File: config.mk
export PLATFORM = sky130hd
export DESIGN_NAME = uart_rx_deframer
export DESIGN_NICKNAME = d
export VERILOG_FILES = /design/src/rtl/uart_rx_deframer.sv
export SDC_FILE = /design/constraint.sdc
export NUM_CORES = 1
export LEC_CHECK = 0
export ABC_AREA = 0
export ABC_CLOCK_PERIOD_IN_PS = 3550
export CELL_PAD_IN_SITES_DETAIL_PLACEMENT = 1
export CELL_PAD_IN_SITES_GLOBAL_PLACEMENT = 2
export CORE_MARGIN = 4
export CORE_UTILIZATION = 35
export DETAILED_ROUTE_END_ITERATION = 10
export PLACE_DENSITY = 0.71
export SLEW_MARGIN = 20
export SYNTH_ARGS = -nofsm -noshare
export SYNTH_HDL_FRONTEND = slang
export SYNTH_SLANG_ARGS = --single-unit
File: constraint.sdc
create_clock -name clk_i -period 3.55 [get_ports clk_i]
set_input_delay 0.355 -clock clk_i [delete_from_list [all_inputs] [get_ports clk_i]]
set_output_delay 0.355 -clock clk_i [all_outputs]
set_load 0.02 [all_outputs]
File: src/rtl/uart_rx_deframer.sv
// uart_rx_deframer
// Receive-side UART deframer. Samples the serial line on an oversampling tick,
// detects the start bit and recovers DATA_BITS data bits, LSB first. It then
// checks an optional parity bit and the stop bit, and presents each received
// word with a one-clock valid strobe. The error flags hold until the next frame.
//
// Optional feature: define UART_RX_PARITY_EN to add a parity bit between the
// data bits and the stop bit. Without it, parity_error_o is tied to 0.
//
// Ports:
//   clk_i            system clock, rising edge
//   rst_i            asynchronous active-high reset
//   baud_tick_i      one-clock pulse at OVERSAMPLE x baud rate
//   rx_i             asynchronous serial line, idle high
//   rx_data_o        last received data word
//   rx_valid_o       one-clock pulse when a frame completes
//   framing_error_o  stop bit sampled low in the last frame
//   parity_error_o   parity mismatch in the last frame
//   rx_busy_o        receiver is not idle
module uart_rx_deframer #(
  parameter int unsigned DATA_BITS  = 8,
  parameter int unsigned OVERSAMPLE = 16,
  parameter bit          PARITY_ODD = 1'b0
) (
  input  logic                 clk_i,
  input  logic                 rst_i,
  input  logic                 baud_tick_i,
  input  logic                 rx_i,
  output logic [DATA_BITS-1:0] rx_data_o,
  output logic                 rx_valid_o,
  output logic                 framing_error_o,
  output logic                 parity_error_o,
  output logic                 rx_busy_o
);

  localparam int unsigned TickW = $clog2(OVERSAMPLE);
  localparam int unsigned BitW  = $clog2(DATA_BITS);

  localparam logic [TickW-1:0] TickHalf = TickW'(OVERSAMPLE / 2 - 1);
  localparam logic [TickW-1:0] TickLast = TickW'(OVERSAMPLE - 1);
  localparam logic [BitW-1:0]  BitLast  = BitW'(DATA_BITS - 1);

`ifdef UART_RX_PARITY_EN
  typedef enum logic [2:0] {StIdle, StStart, StData, StParity, StStop} state_e;
`else
  typedef enum logic [1:0] {StIdle, StStart, StData, StStop} state_e;
`endif

  state_e               state_q;
  logic [TickW-1:0]     tick_q;
  logic [BitW-1:0]      bit_q;
  logic [DATA_BITS-1:0] shift_q;
  logic [DATA_BITS-1:0] rx_data_q;
  logic                 rx_valid_q;
  logic                 framing_error_q;
  logic                 line_armed_q;
  logic                 rx_meta_q;
  logic                 rxs_q;
`ifdef UART_RX_PARITY_EN
  logic                 parity_bad_q;
  logic                 parity_error_q;
`endif

  // Two-flop synchronizer. It resets to the idle-high line level, so leaving
  // reset never looks like a start bit.
  always_ff @(posedge clk_i or posedge rst_i) begin
    if (rst_i) begin
      rx_meta_q <= 1'b1;
      rxs_q     <= 1'b1;
    end else begin
      rx_meta_q <= rx_i;
      rxs_q     <= rx_meta_q;
    end
  end

  always_ff @(posedge clk_i or posedge rst_i) begin
    if (rst_i) begin
      state_q         <= StIdle;
      tick_q          <= '0;
      bit_q           <= '0;
      shift_q         <= '0;
      rx_data_q       <= '0;
      rx_valid_q      <= 1'b0;
      framing_error_q <= 1'b0;
      line_armed_q    <= 1'b1;
`ifdef UART_RX_PARITY_EN
      parity_bad_q    <= 1'b0;
      parity_error_q  <= 1'b0;
`endif
    end else begin
      rx_valid_q <= 1'b0;
      if (baud_tick_i) begin
        case (state_q)
          StIdle: begin
            if (rxs_q) begin
              line_armed_q <= 1'b1;
            end
            if (line_armed_q && !rxs_q) begin
              state_q <= StStart;
              tick_q  <= '0;
            end
          end
          StStart: begin
            // Check the line again in the middle of the start bit to reject glitches.
            if (tick_q == TickHalf) begin
              if (!rxs_q) begin
                state_q <= StData;
                tick_q  <= '0;
                bit_q   <= '0;
              end else begin
                state_q <= StIdle;
              end
            end else begin
              tick_q <= tick_q + TickW'(1);
            end
          end
          StData: begin
            if (tick_q == TickLast) begin
              tick_q  <= '0;
              // Each new bit enters at the MSB, so the first bit ends up in the LSB.
              shift_q <= {rxs_q, shift_q[DATA_BITS-1:1]};
              if (bit_q == BitLast) begin
`ifdef UART_RX_PARITY_EN
                state_q <= StParity;
`else
                state_q <= StStop;
`endif
              end else begin
                bit_q <= bit_q + BitW'(1);
              end
            end else begin
              tick_q <= tick_q + TickW'(1);
            end
          end
`ifdef UART_RX_PARITY_EN
          StParity: begin
            if (tick_q == TickLast) begin
              tick_q       <= '0;
              parity_bad_q <= (^shift_q) ^ rxs_q ^ PARITY_ODD;
              state_q      <= StStop;
            end else begin
              tick_q <= tick_q + TickW'(1);
            end
          end
`endif
          StStop: begin
            if (tick_q == TickLast) begin
              tick_q          <= '0;
              rx_data_q       <= shift_q;
              framing_error_q <= ~rxs_q;
              rx_valid_q      <= 1'b1;
              state_q         <= StIdle;
`ifdef UART_RX_PARITY_EN
              parity_error_q  <= parity_bad_q;
`endif
              // A line still low at the stop bit is a break. Do not start a new
              // frame until the line has gone high again.
              if (!rxs_q) begin
                line_armed_q <= 1'b0;
              end
            end else begin
              tick_q <= tick_q + TickW'(1);
            end
          end
          default: state_q <= StIdle;
        endcase
      end
    end
  end

  assign rx_data_o       = rx_data_q;
  assign rx_valid_o      = rx_valid_q;
  assign framing_error_o = framing_error_q;
  assign rx_busy_o       = (state_q != StIdle);

`ifdef UART_RX_PARITY_EN
  assign parity_error_o = parity_error_q;
`else
  // PARITY_ODD has no effect here. It is referenced only so the parameter
  // stays bound when parity is compiled out.
  assign parity_error_o = 1'b0 & PARITY_ODD;
`endif

endmodule

==> results of run 1 <==
==> kinds of logic (layout without fill, tap and decap cells) <==
kind of cell / count (synthesis) / in the layout / share of synthesized area
adders and majority gates: 3 / 3 / 0.0275
DFF: 30 / 30 / 0.552
buffers and inverters: 10 / 27 / 0.0393
AOI/OAI and AO/OA: 20 / 20 / 0.108
and+or+nand+nor: 24 / 24 / 0.114
muxes: 19 / 19 / 0.156
other: 1 / 1 / 0.00274
==> power breakdown <==
| part | total [W] | leakage [nW] | switching [W] | internal (W) |
|---|---|---|---|---|
| clock network | 0.000256 | 0.0450 | 0.000121 | 0.000135 |
| registers | 0.000437 | 0.393 | 0.0000554 | 0.000382 |
| logic | 0.000164 | 0.302 | 0.0000814 | 0.0000826 |
| total | 0.000858 | 0.740 | 0.000258 | 0.000600 |
==> per-stage QoR <==
step / instances / hold slack (ns) / instance area (um2) / setup WS (ns) / util
2_1_floorplan: 107 / 0.345 / 1370 / 1.95 / -
3_3_place_gp: 164 / 0.346 / 1530 / 1.40 / 0.412
3_5_place_dp: 164 / 0.350 / 1530 / 1.35 / 0.412
4_1_cts: 172 / 0.359 / 1620 / 1.47 / 0.435
5_1_grt: 172 / 0.363 / 1620 / 1.36 / 0.435
6_report: 172 / 0.358 / 1620 / 1.48 / 0.435
==> layout by cell type (no fill, tap or decap), drive strengths merged, types with 2 or more instances in the layout <==
cell           Yosys  final
dfrtp             27     27
mux2              19     19
clkdlybuf4s50      0     14
clkbuf             2      6
inv                5      5
o21ai              5      5
nor2               5      5
nand3              3      3
nand2              3      3
a31oi              3      3
ha                 3      3
dfstp              3      3
a22o               3      3
and3               2      2
o21a               2      2
nor2b              2      2
o31ai              2      2
clkinv             0      2
a21oi              2      2
o221ai             2      2
or3b               2      2
==> final timing paths <==
path,from,cells after the start,slack [ns],endpoint
max,flip-flop,3,1.48,rx_busy_o
min,rx_meta_q,0,0.36,rxs_q
max reg2reg,tick_q[3],4,1.54,rx_data_o[0]
min reg2reg,rx_meta_q,0,0.36,rxs_q
max in group asynchronous,rst_i,2,2.68,bit_q[1]
min in group asynchronous,rst_i,2,0.47,tick_q[1]
==> per-layer routing <==
layer | part of all wire | GRT usage | wire, um
met3 | 0.053 | 0.0561 | 138
met1 | 0.45 | 0.143 | 1170
met5 | 0 | 0 | 0
met2 | 0.48 | 0.176 | 1250
met4 | 0.012 | 0.0532 | 30
==> sequential cells by signal, indices dropped and copies added, names as in the netlist, named ones only <==
register / cells
rx_data_o: 8
shift_q: 8
tick_q: 4
bit_q: 3
framing_error_o: 1
line_armed_q: 1
rx_meta_q: 1
rx_valid_o: 1
rxs_q: 1
state_q: 1
==> final cells by class <==
cell class              instances  area [um2]
clock buffers                   6        72.6
clock inverters                 2        10.0
fillers                       387        2100
inverters                       5        18.8
multi-input cells              67         559
flip-flops and latches         30         754
well taps                      48        60.1
repair buffers                 14         140
==> metrics.txt, run 1 <==
Sinks on Clock Net 30; core outline area approximately 3700 um2; Power Total 0.000858 W; Slowest Stage Delay on Critical Path 0.62 ns; number of antenna violations at the first check in global routing 0; clock tree from TritonCTS built; final hold vios 0; most frequent cell after synthesis dfrtp_1; die width 70.5 um; share of the clock period used by the worst path after layout 0.584; Sum Neg Setup Slack 0 ns; Site Rows 22; violation count after the first detailed-routing iteration 44; synthesis-to-layout area growth 18.1%; via total after detailed routing 859; clock latency of the later-clocked register in the worst-skew pair 0.28 ns; largest area contributor in the netlist dfrtp_1; number of distinct standard cells referenced by the synthesized netlist 38; layout cell share with drive strength beyond 1 0.315; post-synthesis cell count between 100 and 150; antenna violation net count after detailed routing 0; first-pass iteration count of the detailed router 4; run status completed; total number of H-tree levels 2; Crit-path slowest cell clkdlybuf4s50_1; net count of the mapped netlist ~110; worst endpoint data arrival time 1.72 ns; Total Nets Final 130; flop and latch count out of synthesis 30; I/O pin total 16; ranking of synthesized cells by instance count dfrtp_1 (27), mux2_2 (19), inv_1 (5); worst endpoint required time 3.19 ns; cell types occupying the most area after synthesis dfrtp_1 (49%), mux2_2 (16%), dfstp_2 (5.8%); die area 4970 um2; port buffer count 14; maximum ir drop on the vdd rail 0.000248 V; global-route usage over all layers 0.117; power density normalized to cell area 531 nW/um2; maximum buffer depth of the clock tree 2; total overflow reported by the global router 0; synth warn 0; Worst Path Max Fanout 13; worst slew margin relative to its limit 0.600; average vias per placed instance 4.99; endpoints failing setup 0; effective utilization at floorplan 0.368; most common flop cell mapped by yosys dfrtp_1; CTS hold repair buffers 0; post-cts resize count 0; Post-Route WL 2590 um; clock skew 0.00657 ns; area of the mapped netlist 1370 um2; CP Capture Type output pin; share of the synthesized area in the top cell type 0.494; drc violations 0; Startpoint Class flip-flop; leakage dissipation 0.740 nW; wire length of the first global-routing pass around 4400 um; worst hold path class flip-flop to flip-flop; peak clock frequency supported by timing 482 MHz; Final HPWL DP 1830 um; gate family responsible for the most delay along the worst path buffers and inverters; Clock Pin Slew Worst Setup and Hold Paths 0.06 ns; portion of the post-synthesis area used by sequential elements 0.552; vertical die dimension 70.5 um; setup repair after global routing missed its margin no; buffer count from post-CTS setup fixing 0; transition time at the pin with the least slew margin 0.600 ns; Critical Setup Path Class flip-flop to output pin; cell breakdown of the critical path nor2_2 > inv_1 > clkdlybuf4s50_1; CP Buf/Inv Count 2; number of diodes 0; Final Wtd Congestion 0.763; vias in the first global route 952; detail-routed net length per standard cell 15.0 um; final critical path time including I/O delays and setup 2.07 ns; CTS Root Buffer Type clkbuf_8; number of synthesized flops with an enable pin 0; cts bufs inserted 5; largest net degree at the start of global routing 31; fin. max-slew vios 0; Max-cap violations 0; syn_area_per_cell 12.8 um2; asr flop ratio synth 1.00
Note: power is estimated with default switching activity, not from simulation.
==> inputs of run 2 (changes only) <==
--- a/config.mk
+++ b/config.mk
@@ -6,7 +6,7 @@
 export NUM_CORES = 1
 export LEC_CHECK = 0
 export ABC_AREA = 0
-export ABC_CLOCK_PERIOD_IN_PS = 3550
+export ABC_CLOCK_PERIOD_IN_PS = 2130
 export CELL_PAD_IN_SITES_DETAIL_PLACEMENT = 1
 export CELL_PAD_IN_SITES_GLOBAL_PLACEMENT = 2
 export CORE_MARGIN = 4
==> constraint.sdc (replaced) <==
create_clock -name clk_i -period 2.13 [get_ports clk_i]
set_input_delay 0.213 -clock clk_i [delete_from_list [all_inputs] [get_ports clk_i]]
set_output_delay 0.213 -clock clk_i [all_outputs]
set_load 0.02 [all_outputs]
==> metrics.txt, run 2 (synthesis gave the netlist of run 1 again) <==
average vias per placed instance 5.06; final critical path time including I/O delays and setup 1.94 ns; commonest cells after routing, fill and taps aside dfrtp_1 (27), mux2_2 (19), clkdlybuf4s50_1 (14); Sum Neg Setup Slack 0 ns; worst-case setup margin in the final layout about 0.19 ns; die area 4970 um2; vertical die dimension 70.5 um; maximum buffer depth of the clock tree 2; detail-routed net length per standard cell around 15 um; worst endpoint required time 1.92 ns; core outline area 3720 um2; leading cell type in the layout, fill and taps excluded dfrtp_1; run status completed; Critical Setup Path Class flip-flop to output pin; Post-Place Worst Slack 0.286 ns; CP Capture Type output pin; share of the clock period used by the worst path after layout 0.909; Sinks on Clock Net 30; vias in the first global route between 900 and 1k; Total Nets Final between 100 and 150; Final HPWL DP approximately 1900 um; first-pass iteration count of the detailed router 4; layout cell share with drive strength beyond 1 0.336; number of diodes 0; Max-cap violations 0; global-route usage over all layers 0.116; antenna violation net count after detailed routing 0; port buffer count 14; total overflow reported by the global router 0; Post-Route WL 2640 um; via total after detailed routing 890; peak clock frequency supported by timing 517 MHz; power density normalized to cell area 903 nW/um2; clock tree from TritonCTS built; fin. max-slew vios 0; violation count after the first detailed-routing iteration 29; setup repair after global routing missed its margin no; die width 70.5 um; Clock Pin Slew Worst Setup and Hold Paths 0.06 ns; Final Wtd Congestion 0.821; clock skew 0.00446 ns; final hold vios 0; leakage dissipation roughly 0.76 nW; Site Rows 22; I/O pin total 16; post-cts resize count 0; Worst Path Max Fanout 13; number of antenna violations at the first check in global routing 0; drc violations 0; synthesis-to-layout area growth 21.2%; Startpoint Class flip-flop; buffer count from post-CTS setup fixing 0; cts bufs inserted 5; clock latency of the later-clocked register in the worst-skew pair about 0.28 ns; effective utilization at floorplan 0.368; largest net degree at the start of global routing 31; CTS Root Buffer Type clkbuf_8; worst hold path class input pin to async pin; maximum ir drop on the vdd rail 0.000492 V; wire length of the first global-routing pass 4410 um; endpoints failing setup 0; worst endpoint data arrival time ~1.7 ns; total number of H-tree levels 2; worst hold slack after final layout about 0.30 ns; CTS hold repair buffers 0
## run 2: per-layer routing
layer | GRT usage | vias to the layer above | share of wire
li1 | - | 422 | -
met1 | 0.138 | 450 | 0.46
met2 | 0.183 | 14 | 0.49
met3 | 0.0446 | 4 | 0.037
met4 | 0.0574 | 0 | 0.013
met5 | 0 | - | 0
## run 2: worst max-delay path, stage by stage (launching register included)
cell and delay [ns]:
dfrtp_1 0.58, nor2_2 0.13, inv_1 0.12, clkdlybuf4s50_1 0.61
## run 2: final cells by class
class	count	area, um2
timing repair buffer	18	170
inverter	5	18.8
clock inverter	2	12.5
tap	48	60.1
multi-input combinational	67	559
sequential	30	754
clock buffer	6	82.6
fill	400	2060
## run 2: final timing paths
path                       cells after the start  slack, ns       from            to
hold reg to reg                                0       0.36  rx_meta_q         rxs_q
hold / removal                                 3       0.30      rst_i  rx_data_o[6]
setup / recovery                               3       0.19  flip-flop     rx_busy_o
max in group asynchronous                      3       1.52      rst_i         rxs_q
setup reg to reg                               6       0.31  tick_q[0]  rx_data_o[0]
min in group clk_i                             0       0.36  rx_meta_q         rxs_q
## run 2: per-stage QoR
| stage | cells | cell area [um2] | power (W) | utilization |
|---|---|---|---|---|
| 2_1_floorplan | 107 | 1370 | 0.000944 | - |
| 3_3_place_gp | 168 | 1560 | 0.00102 | 0.421 |
| 3_5_place_dp | 168 | 1560 | 0.00104 | 0.421 |
| 4_1_cts | 176 | 1660 | 0.00152 | 0.446 |
| 5_1_grt | 176 | 1660 | 0.00159 | 0.446 |
| 6_report | 176 | 1660 | 0.00150 | 0.446 |
## run 2: report_power, final
group          internal [W]  total (W)  switching, W
Sequential         0.000637   0.000712     0.0000754
Combinational      0.000151   0.000311      0.000161
Clock              0.000259   0.000474      0.000215
